$ cat config.mk
export PLATFORM = sky130hd
export DESIGN_NAME = jtag_reg_access_arbiter_flat
export DESIGN_NICKNAME = d
export VERILOG_FILES = /design/src/rtl/jtag_reg_access_arbiter_if.sv /design/src/rtl/jtag_reg_access_arbiter.sv /design/src/flat_wrapper.sv
export SDC_FILE = /design/constraint.sdc
export NUM_CORES = 1
export LEC_CHECK = 0
export CORE_ASPECT_RATIO = 1.5
export CORE_UTILIZATION = 35
export CTS_CLUSTER_SIZE = 30
export DETAILED_ROUTE_END_ITERATION = 6
export DONT_BUFFER_PORTS = 1
export GPL_ROUTABILITY_DRIVEN = 0
export PLACE_DENSITY_LB_ADDON = 0.1
export SLEW_MARGIN = 10
export SYNTH_ARGS = -nofsm -noshare
export SYNTH_HDL_FRONTEND = slang
export SYNTH_SLANG_ARGS = --single-unit
$ cat constraint.sdc
create_clock -name clk -period 4.3 [get_ports clk]
set_clock_uncertainty 0.2 [all_clocks]
set_input_delay 0.86 -clock clk [delete_from_list [all_inputs] [get_ports clk]]
set_output_delay 0.86 -clock clk [all_outputs]
set_load 0.02 [all_outputs]
$ cat src/rtl/jtag_reg_access_arbiter_if.sv
`default_nettype none
// ============================================================================
// Module   : jtag_reg_access_arbiter_if
// Purpose  : Bundles the JTAG request path (toggle handshake), the local user
//            request path (req/gnt), the register-file port and the sticky
//            error flags of jtag_reg_access_arbiter.
// Modports : slave  - the arbiter (consumes requests, drives reg port/acks)
//            master - the environment (TAP side, user logic, register file)
// Revision : 1.0 - initial release
// ============================================================================
interface jtag_reg_access_arbiter_if #(
    parameter int ADDR_W = 8,
    parameter int DATA_W = 32
);
    // JTAG (tck-domain) request path
    logic              jtag_req_tgl;
    logic              jtag_wr;
    logic [ADDR_W-1:0] jtag_addr;
    logic [DATA_W-1:0] jtag_wdata;
    logic              jtag_ack_tgl;
    logic [DATA_W-1:0] jtag_rdata;
    // Local user request path
    logic              usr_req;
    logic              usr_wr;
    logic [ADDR_W-1:0] usr_addr;
    logic [DATA_W-1:0] usr_wdata;
    logic              usr_gnt;
    logic [DATA_W-1:0] usr_rdata;
    // Shared register-file port
    logic              reg_we;
    logic [ADDR_W-1:0] reg_addr;
    logic [DATA_W-1:0] reg_wdata;
    logic [DATA_W-1:0] reg_rdata;
    // Sticky error flags
    logic              err_addr;
    logic              err_proto;

    modport slave (
        input  jtag_req_tgl, jtag_wr, jtag_addr, jtag_wdata,
        output jtag_ack_tgl, jtag_rdata,
        input  usr_req, usr_wr, usr_addr, usr_wdata,
        output usr_gnt, usr_rdata,
        output reg_we, reg_addr, reg_wdata,
        input  reg_rdata,
        output err_addr, err_proto
    );

    modport master (
        output jtag_req_tgl, jtag_wr, jtag_addr, jtag_wdata,
        input  jtag_ack_tgl, jtag_rdata,
        output usr_req, usr_wr, usr_addr, usr_wdata,
        input  usr_gnt, usr_rdata,
        input  reg_we, reg_addr, reg_wdata,
        output reg_rdata,
        input  err_addr, err_proto
    );
endinterface
`default_nettype wire

$ cat src/rtl/jtag_reg_access_arbiter.sv
`default_nettype none
// ============================================================================
// Module   : jtag_reg_access_arbiter
// Purpose  : Synchronizes toggle-handshake JTAG register requests into the
//            clk domain and arbitrates them round-robin against a local user
//            requester for a single register-file port. Each access takes
//            three clk cycles (IDLE, GNT, ACK) and returns the pre-write
//            contents of the addressed register.
// Ports    : clk  - user clock
//            trst - asynchronous active-high reset (shared with the TAP)
//            bus  - jtag_reg_access_arbiter_if.slave: JTAG request/ack,
//                   user req/gnt, register-file port, sticky error flags
// Revision : 1.0 - initial release
// ============================================================================
module jtag_reg_access_arbiter #(
    parameter int                ADDR_W      = 8,
    parameter int                DATA_W      = 32,
    parameter int                NUM_REGS    = 4,
    parameter int                SYNC_STAGES = 2,
    parameter logic [DATA_W-1:0] BAD_RDATA   = 32'hBAD0_ADD0
) (
    input  wire logic                  clk,
    input  wire logic                  trst,
    jtag_reg_access_arbiter_if.slave   bus
);

    typedef enum logic [2:0] {
        ST_IDLE  = 3'd0,
        ST_GNT_J = 3'd1,
        ST_GNT_U = 3'd2,
        ST_ACK_J = 3'd3,
        ST_ACK_U = 3'd4
    } state_t;

    localparam logic C_WIN_USER = 1'b0;
    localparam logic C_WIN_JTAG = 1'b1;

    state_t                   state_q;
    logic [SYNC_STAGES-1:0]   sync_q;
    logic                     sync_prev_q;
    logic                     jtag_pend_q;
    logic                     last_winner_q;
    logic [DATA_W-1:0]        data_q;
    logic                     jtag_ack_tgl_q;
    logic [DATA_W-1:0]        jtag_rdata_q;
    logic                     usr_gnt_q;
    logic [DATA_W-1:0]        usr_rdata_q;
    logic                     err_addr_q;
    logic                     err_proto_q;

    logic                     w_tgl_edge;
    logic                     w_sel_wr;
    logic [ADDR_W-1:0]        w_sel_addr;
    logic [DATA_W-1:0]        w_sel_wdata;
    logic                     w_in_range;
    logic [DATA_W-1:0]        w_rdata_sel;

    // Each change of the synchronized toggle level is one new JTAG request.
    assign w_tgl_edge = sync_q[SYNC_STAGES-1] ^ sync_prev_q;

    // The register port is driven straight from the granted requester during
    // the GNT cycle so the combinational register file returns the old
    // contents in that same cycle (read-before-write). Outside GNT the port
    // is parked at zero, and an async trst clears it immediately.
    always_comb begin
        w_sel_wr    = 1'b0;
        w_sel_addr  = '0;
        w_sel_wdata = '0;
        case (state_q)
            ST_GNT_J: begin
                w_sel_wr    = bus.jtag_wr;
                w_sel_addr  = bus.jtag_addr;
                w_sel_wdata = bus.jtag_wdata;
            end
            ST_GNT_U: begin
                w_sel_wr    = bus.usr_wr;
                w_sel_addr  = bus.usr_addr;
                w_sel_wdata = bus.usr_wdata;
            end
            default: ;
        endcase
        w_in_range  = (w_sel_addr < ADDR_W'(NUM_REGS));
        w_rdata_sel = w_in_range ? bus.reg_rdata : BAD_RDATA;
    end

    assign bus.reg_we       = w_sel_wr & w_in_range;
    assign bus.reg_addr     = w_sel_addr;
    assign bus.reg_wdata    = w_sel_wdata;
    assign bus.jtag_ack_tgl = jtag_ack_tgl_q;
    assign bus.jtag_rdata   = jtag_rdata_q;
    assign bus.usr_gnt      = usr_gnt_q;
    assign bus.usr_rdata    = usr_rdata_q;
    assign bus.err_addr     = err_addr_q;
    assign bus.err_proto    = err_proto_q;

    always_ff @(posedge clk or posedge trst) begin
        if (trst) begin
            state_q        <= ST_IDLE;
            sync_q         <= '0;
            sync_prev_q    <= 1'b0;
            jtag_pend_q    <= 1'b0;
            last_winner_q  <= C_WIN_USER;
            data_q         <= '0;
            jtag_ack_tgl_q <= 1'b0;
            jtag_rdata_q   <= '0;
            usr_gnt_q      <= 1'b0;
            usr_rdata_q    <= '0;
            err_addr_q     <= 1'b0;
            err_proto_q    <= 1'b0;
        end else begin
            sync_q      <= {sync_q[SYNC_STAGES-2:0], bus.jtag_req_tgl};
            sync_prev_q <= sync_q[SYNC_STAGES-1];
            usr_gnt_q   <= 1'b0;

            // A second request before the first is acknowledged breaks the
            // toggle protocol; it is dropped and flagged.
            if (w_tgl_edge) begin
                if (jtag_pend_q) begin
                    err_proto_q <= 1'b1;
                end else begin
                    jtag_pend_q <= 1'b1;
                end
            end

            case (state_q)
                ST_IDLE: begin
                    if (jtag_pend_q && bus.usr_req) begin
                        state_q <= (last_winner_q == C_WIN_USER) ? ST_GNT_J : ST_GNT_U;
                    end else if (jtag_pend_q) begin
                        state_q <= ST_GNT_J;
                    end else if (bus.usr_req) begin
                        state_q <= ST_GNT_U;
                    end
                end
                ST_GNT_J: begin
                    data_q        <= w_rdata_sel;
                    last_winner_q <= C_WIN_JTAG;
                    if (!w_in_range) begin
                        err_addr_q <= 1'b1;
                    end
                    state_q       <= ST_ACK_J;
                end
                ST_GNT_U: begin
                    // Loaded here so usr_rdata is already valid while usr_gnt
                    // is high during ACK_U.
                    usr_rdata_q   <= w_rdata_sel;
                    usr_gnt_q     <= 1'b1;
                    last_winner_q <= C_WIN_USER;
                    if (!w_in_range) begin
                        err_addr_q <= 1'b1;
                    end
                    state_q       <= ST_ACK_U;
                end
                ST_ACK_J: begin
                    jtag_rdata_q   <= data_q;
                    jtag_ack_tgl_q <= ~jtag_ack_tgl_q;
                    jtag_pend_q    <= 1'b0;
                    state_q        <= ST_IDLE;
                end
                ST_ACK_U: begin
                    state_q <= ST_IDLE;
                end
                default: begin
                    state_q <= ST_IDLE;
                end
            endcase
        end
    end

endmodule
`default_nettype wire
$ cat src/flat_wrapper.sv
// flat-port wrapper written by rule: the top's interface ports become plain ports
module jtag_reg_access_arbiter_flat 
#(
    parameter int                ADDR_W      = 8,
    parameter int                DATA_W      = 32,
    parameter int                NUM_REGS    = 4,
    parameter int                SYNC_STAGES = 2,
    parameter logic [DATA_W-1:0] BAD_RDATA   = 32'hBAD0_ADD0
)
  (clk, trst, bus_jtag_req_tgl, bus_jtag_wr, bus_jtag_addr, bus_jtag_wdata, bus_jtag_ack_tgl, bus_jtag_rdata, bus_usr_req, bus_usr_wr, bus_usr_addr, bus_usr_wdata, bus_usr_gnt, bus_usr_rdata, bus_reg_we, bus_reg_addr, bus_reg_wdata, bus_reg_rdata, bus_err_addr, bus_err_proto);
  jtag_reg_access_arbiter_if #(.ADDR_W(ADDR_W), .DATA_W(DATA_W)) bus_i ();
  input  wire logic clk;
  input  wire logic trst;
  input wire logic [$bits(bus_i.jtag_req_tgl)-1:0] bus_jtag_req_tgl;
  input wire logic [$bits(bus_i.jtag_wr)-1:0] bus_jtag_wr;
  input wire logic [$bits(bus_i.jtag_addr)-1:0] bus_jtag_addr;
  input wire logic [$bits(bus_i.jtag_wdata)-1:0] bus_jtag_wdata;
  output wire logic [$bits(bus_i.jtag_ack_tgl)-1:0] bus_jtag_ack_tgl;
  output wire logic [$bits(bus_i.jtag_rdata)-1:0] bus_jtag_rdata;
  input wire logic [$bits(bus_i.usr_req)-1:0] bus_usr_req;
  input wire logic [$bits(bus_i.usr_wr)-1:0] bus_usr_wr;
  input wire logic [$bits(bus_i.usr_addr)-1:0] bus_usr_addr;
  input wire logic [$bits(bus_i.usr_wdata)-1:0] bus_usr_wdata;
  output wire logic [$bits(bus_i.usr_gnt)-1:0] bus_usr_gnt;
  output wire logic [$bits(bus_i.usr_rdata)-1:0] bus_usr_rdata;
  output wire logic [$bits(bus_i.reg_we)-1:0] bus_reg_we;
  output wire logic [$bits(bus_i.reg_addr)-1:0] bus_reg_addr;
  output wire logic [$bits(bus_i.reg_wdata)-1:0] bus_reg_wdata;
  input wire logic [$bits(bus_i.reg_rdata)-1:0] bus_reg_rdata;
  output wire logic [$bits(bus_i.err_addr)-1:0] bus_err_addr;
  output wire logic [$bits(bus_i.err_proto)-1:0] bus_err_proto;
  assign bus_i.jtag_req_tgl = bus_jtag_req_tgl;
  assign bus_i.jtag_wr = bus_jtag_wr;
  assign bus_i.jtag_addr = bus_jtag_addr;
  assign bus_i.jtag_wdata = bus_jtag_wdata;
  assign bus_jtag_ack_tgl = bus_i.jtag_ack_tgl;
  assign bus_jtag_rdata = bus_i.jtag_rdata;
  assign bus_i.usr_req = bus_usr_req;
  assign bus_i.usr_wr = bus_usr_wr;
  assign bus_i.usr_addr = bus_usr_addr;
  assign bus_i.usr_wdata = bus_usr_wdata;
  assign bus_usr_gnt = bus_i.usr_gnt;
  assign bus_usr_rdata = bus_i.usr_rdata;
  assign bus_reg_we = bus_i.reg_we;
  assign bus_reg_addr = bus_i.reg_addr;
  assign bus_reg_wdata = bus_i.reg_wdata;
  assign bus_i.reg_rdata = bus_reg_rdata;
  assign bus_err_addr = bus_i.err_addr;
  assign bus_err_proto = bus_i.err_proto;
  jtag_reg_access_arbiter #(.ADDR_W(ADDR_W), .DATA_W(DATA_W), .NUM_REGS(NUM_REGS), .SYNC_STAGES(SYNC_STAGES), .BAD_RDATA(BAD_RDATA)) u_core (.clk(clk), .trst(trst), .bus(bus_i));
endmodule
==> results of run 1 <==
-- state kept, by name, summed over array words and instances, names as in the netlist --
signal,cells
u_core.data_q,32
u_core.sync_prev_q,1
u_core.bus.err_proto,1
u_core.sync_q,2
u_core.bus.jtag_rdata,32
u_core.bus.jtag_ack_tgl,1
u_core.state_q,3
u_core.bus.usr_gnt,1
u_core.bus.usr_rdata,32
u_core.jtag_pend_q,1
u_core.last_winner_q,1
u_core.bus.err_addr,1
-- critical path, stage by stage (launching register included) --
cell     delay, ns
dfrtp_1       0.48
nor2b_1       0.24
a32o_1        0.33
or4_2         0.72
nor3_1        0.36
buf_4         0.24
-- layer usage --
metal	vias to the layer above	global-route usage, %
met3	25	5.47
met1	1653	22.0
met4	0	10.4
li1	1552	-
met5	-	0
met2	195	33.3
-- metrics by stage --
stage | hold WS [ns] | total power [mW] | setup WS, ns
after CTS | 0.158 | 5.05 | 0.540
final | 0.152 | 4.96 | 0.547
after floorplan | 0.131 | 3.69 | 0.394
after global placement | 0.139 | 4.15 | 0.647
after detailed placement | 0.141 | 4.18 | 0.629
after global routing | 0.159 | 5.27 | 0.469
-- cell families after synthesis --
family / synth area share, %
buf+inv: 4.22
compound gates: 20.0
simple gates: 12.8
xor+xnor: 0.358
flops: 55.3
mux: 7.37
-- Yosys cell counts --
library cell	instances	area, um^2
nor2_1	66	248
nand2b_1	1	6.26
buf_1	3	11.3
mux2_2	32	360
and2_1	1	6.26
nor3_1	3	15.0
xor2_1	1	8.76
nor4_1	1	6.26
a32o_2	1	11.3
buf_2	6	30.0
a21o_1	1	7.51
inv_2	2	7.51
nand3b_1	1	7.51
dfrtp_1	108	2700
nor2b_4	1	13.8
or3_1	1	6.26
xnor2_1	1	8.76
nor2b_1	7	43.8
nand3_1	1	5.00
clkbuf_1	28	105
o21a_1	1	7.51
or2_2	1	6.26
a22oi_1	1	7.51
a22o_1	34	298
nand2_1	68	255
a32o_1	5	50.1
buf_6	4	45.0
or4_1	1	7.51
o31ai_2	29	363
inv_1	2	7.51
o31ai_1	3	22.5
a31oi_1	32	200
a21oi_1	2	10.0
-- where the power goes --
part	switching, mW	leakage (nW)	internal (mW)
combinational	1.45	0.793	0.651
sequential	0.603	1.24	1.40
clock	0.387	0.153	0.477
-- cell type report --
type | count | area share, %
Inverter | 4 | 0.328
Tap cell | 162 | 3.80
Timing Repair Buffer | 13 | 1.83
Clock inverter | 5 | 1.36
Multi-Input combinational cell | 296 | 37.4
Antenna cell | 1 | 0.0469
Sequential cell | 108 | 50.6
Clock buffer | 11 | 4.55
-- worst min-delay path by stage --
stage,endpoint,cells after the start
floorplan,u_core.sync_q[1],0
global placement,u_core.sync_q[1],0
detailed placement,u_core.sync_q[1],0
CTS,u_core.sync_q[1],0
global route,u_core.sync_q[1],0
finish,u_core.sync_q[1],0
==> qor.txt, run 1 <==
WL final - 14.0 mm
R2r setup slk - 1.47 ns
Crit share post-route - 87.3%
Vias in the first global route - 3,497
Failing checks - design-rule violations
Die height - 147 um
Crit-path max FO - 8
Post-synthesis cell area - 4890 um^2
Post-Synthesis Cells - 449
CTS tree - built
CTS root buf - clkbuf_16
GRT Total Usage - 19.5%
Setup_tns - 0 ns
Commonest cells after routing, fill and taps aside - 108 x dfrtp_1, 68 x nand2_1, 65 x nor2_1
Max-slew headroom - 32.9%
PD cells - 930 nW/um^2
ANT nets after route - 0
Syn nets - 567
Synth warnings - 0
Final setup viols - 0
Multi-input gate area - 2000 um^2
Worst-Skew Late Latency - 0.33 ns
Die area - 14,500 um^2
Max VDD drop - 0.392 mV
Most common cell after layout, fill and taps aside - dfrtp_1
Max Slew Vio Count - 0
Met2 routed wirelength - 6.95 mm
CP arrival - 2.69 ns
Layout area overhead - 9.11%
Htree depth - 3
Cell variety after synth - 33
Wire per inst - 23.4 um
Unrepaired setup endpoints after global routing - no
Startpoint Class - flip-flop
First-pass DRT Iterations - 7
Worst setup path class - reg2out
CTS Buf Count - 9
Cell count of the worst reg-to-reg path - 5
Worst-case clock buffer depth - 2
Post-CTS Resized - 0
Hold crit path type - reg2reg
Total of max-cap violations - 0
Met1 Routed Length - 5.34 mm
Port Buffer Count - 0
Area after DPL - 5020 um^2
Dpl cells - 583
Iter 0 DRT Violations - 155
Synthesized flop and latch total - 108
Nets - 550
Io pins - 227
Core Rows - 52
Vias per Instance - 5.71
Core outline area - 13,600 um^2
Global-route wire length before repair - 21.1 mm
Share of layout cells above drive strength 1 - 22.9%
HP Start - u_core.sync_q[0]
DRC Markers - 13
Die width - 98.5 um
Max layer used - met4
Fill cell count - 1,343
Crit path launch - u_core.state_q[0]
Fmax - 266 MHz
Starting Density - 36.0%
Initial antenna violation count - 1
Status - finished, violations left
Register area - 2700 um^2
Setup crit end - bus_reg_we
Final worst path period need - 3.75 ns
Final core occ - 39.2%
DR WL met3 - 1.13 mm
Total number of vias - 3,425
Endpoint class of the critical path - output port
Reg2reg end - u_core.bus.err_addr
Post-synthesis sequential area ratio - 55.3%
Grt total ovfl - 0
Largest net degree at the start of global routing - 68
Final Hold Vio Count - 0
Critical Path RT - 3.24 ns
Worst Tran Pin Value - 1.01 ns
Avg Synthesized Cell Area - 10.9 um^2
Worst-path clk slew - 0.07 ns
Dpl hpwl - 9.77 mm
Final instance area - 5340 um^2
Leakage - 2.19 nW
CTS sink cnt - 108
Fin cells - 600
Reg-to-reg startpoint - u_core.state_q[0]
Post-CTS Hold Buffers - 0
Number of setup buffers added after CTS - 0
No activity file was read; power rests on OpenSTA's default activity.
==> run 2, diff against run 1 <==
--- a/config.mk
+++ b/config.mk
@@ -11,6 +11,7 @@
 export DETAILED_ROUTE_END_ITERATION = 6
 export DONT_BUFFER_PORTS = 1
 export GPL_ROUTABILITY_DRIVEN = 0
+export GPL_TIMING_DRIVEN = 0
 export PLACE_DENSITY_LB_ADDON = 0.1
 export SLEW_MARGIN = 10
 export SYNTH_ARGS = -nofsm -noshare
==> run 2 against run 1 <==
Effect of this change:
- the flow still finishes with violations (design-rule violations)
- largest cell class unchanged
- cell area increased by 2.3%
- largest power group unchanged
- critical path type unchanged
- routed wire length rose by 5.0%
- count of clock-buffer cells in the layout fell by 1
- sequential power barely moved
- non-clock buffer count up 29
- setup slack lost 0.29 ns
- combinational power rose by 8%
- via count rose by 4.4%
- highest routed layer is now met5
==> qor.txt, run 2 (synthesis gave the netlist of run 1 again) <==
Worst-Skew Late Latency - 0.35 ns
Design internal power - 2.59 mW
CTS root buf - clkbuf_16
Nets - 579
Die width - 98.5 um
PD cells - 939 nW/um^2
Total of max-cap violations - 0
Worst Tran Pin Value - 0.894 ns
CTS Buf Count - 9
Setup_tns - 0 ns
CP arrival - 2.98 ns
Final Hold Vio Count - 0
Worst setup path class - reg2out
Number of setup buffers added after CTS - 0
Final worst slack - 0.262 ns
Die area - 14,500 um^2
Grt total ovfl - 0
Hold crit path type - in2async
Htree depth - 3
Clock Power Share - 17.3%
Core outline area - 13,600 um^2
Final setup viols - 0
Seq pwr share - 38.6%
Io pins - 227
Leakage - 2.22 nW
Layout area overhead - 11.6%
Vias in the first global route - 3,598
Failing checks - design-rule violations
Setup WS pre-CTS - 0.348 ns
Global-route wire length before repair - 21.7 mm
Critical Path RT - 3.24 ns
Port Buffer Count - 0
Endpoint class of the critical path - output port
Combinational group share of total power - 44.2%
Wire per inst - 23.3 um
Dpl hpwl - 11.3 mm
First-pass DRT Iterations - 7
Iter 0 DRT Violations - 177
Sw frac - 49.5%
Worst-case clock buffer depth - 2
DRC Markers - 24
Crit share post-route - 93.9%
Unrepaired setup endpoints after global routing - no
Final core occ - 40.1%
Total number of vias - 3,577
CTS tree - built
Reg2reg end - u_core.bus.usr_rdata[29]
Share of layout cells above drive strength 1 - 20.2%
Post-CTS Resized - 0
Max Slew Vio Count - 0
R2r setup slk - 1.49 ns
Most common cell after layout, fill and taps aside - dfrtp_1
Post-CTS Hold Buffers - 0
Worst-path clk slew - 0.08 ns
Cell count of the worst reg-to-reg path - 6
Vias per Instance - 5.66
Largest net degree at the start of global routing - 86
ANT nets after route - 0
Max VDD drop - 0.341 mV
WL final - 14.7 mm
Reg-to-reg startpoint - u_core.state_q[0]
Final worst path period need - 4.04 ns
Starting Density - 36.0%
Max-slew headroom - 39.8%
Die height - 147 um
Crit-path max FO - 10
CTS sink cnt - 108
GRT Total Usage - 20.6%
Initial antenna violation count - 5
Net load switching power - 2.54 mW
Core Rows - 52
Commonest cells after routing, fill and taps aside - 108 x dfrtp_1, 68 x nand2_1, 66 x nor2_1
Fmax - 248 MHz
Startpoint Class - flip-flop
Status - finished, violations left
[run 2: cell count changes in the layout (fill, tap and decap cells not counted), moves of 3 or more]
cell	previous run	this run
buf_2	0	6
buf_4	13	0
diode_2	1	4
buf_6	0	4
clkbuf_1	1	28
inv_6	0	3
buf_1	0	3
[run 2: worst max-delay path by stage]
| stage | startpoint | end | slack [ns] | cells after the start |
|---|---|---|---|---|
| 2_1_floorplan | trst | u_core.bus.err_addr | 0.39 | 1 |
| 3_3_place_gp | trst | u_core.sync_q[0] | -0.87 | 1 |
| 3_5_place_dp | bus_jtag_addr[3] | bus_reg_we | 0.35 | 6 |
| 4_1_cts | u_core.state_q[2] | bus_reg_we | 0.24 | 7 |
| 5_1_grt | u_core.state_q[2] | bus_reg_we | 0.07 | 7 |
| 6_report | u_core.state_q[2] | bus_reg_we | 0.26 | 7 |
[run 2: critical path, stage by stage, from the launching register on]
cell and delay (ns):
dfrtp_1 0.36, buf_2 0.18, inv_2 0.14, nand3b_1 0.33, inv_2 0.22, clkbuf_1 0.54, a22oi_1 0.19, nor3_1 0.66
[run 2: final cells by class]
| type | instances | area (um^2) |
|---|---|---|
| diodes | 4 | 10.0 |
| multi-input cells | 296 | 1980 |
| clock inverters | 6 | 81.3 |
| fillers | 1325 | 8140 |
| plain buffers | 41 | 191 |
| inverters | 4 | 20.0 |
| clock buffers | 10 | 239 |
| well taps | 162 | 203 |
| repair buffers | 1 | 27.5 |
| flip-flops and latches | 108 | 2700 |
[run 2: power by group through the flow]
stage	registers [mW]	clock network, mW	logic [mW]
3_5_place_dp	2.01	0	2.30
5_1_grt	2.03	0.943	2.46
4_1_cts	1.99	0.904	2.30
6_report	1.98	0.885	2.26
3_3_place_gp	2.00	0	2.27
2_1_floorplan	1.89	0	1.79
[run 2: per-stage QoR]
stage / hold slack, ns / instance area [um^2] / instances / total power, mW
2_1_floorplan: 0.131 / 4890 / 449 / 3.69
3_3_place_gp: 0.137 / 5090 / 611 / 4.26
3_5_place_dp: 0.136 / 5130 / 612 / 4.31
4_1_cts: 0.104 / 5450 / 628 / 5.19
5_1_grt: 0.110 / 5450 / 630 / 5.43
6_report: 0.107 / 5460 / 632 / 5.13
[run 2: per-layer routing]
metal  part of all wire (%)  routed length, um  GRT usage (%)
met1                     34               5060           20.7
met2                     52               7670           37.0
met3                    9.4               1380           7.04
met4                    4.1                607           11.1
met5                  0.081                 12              0
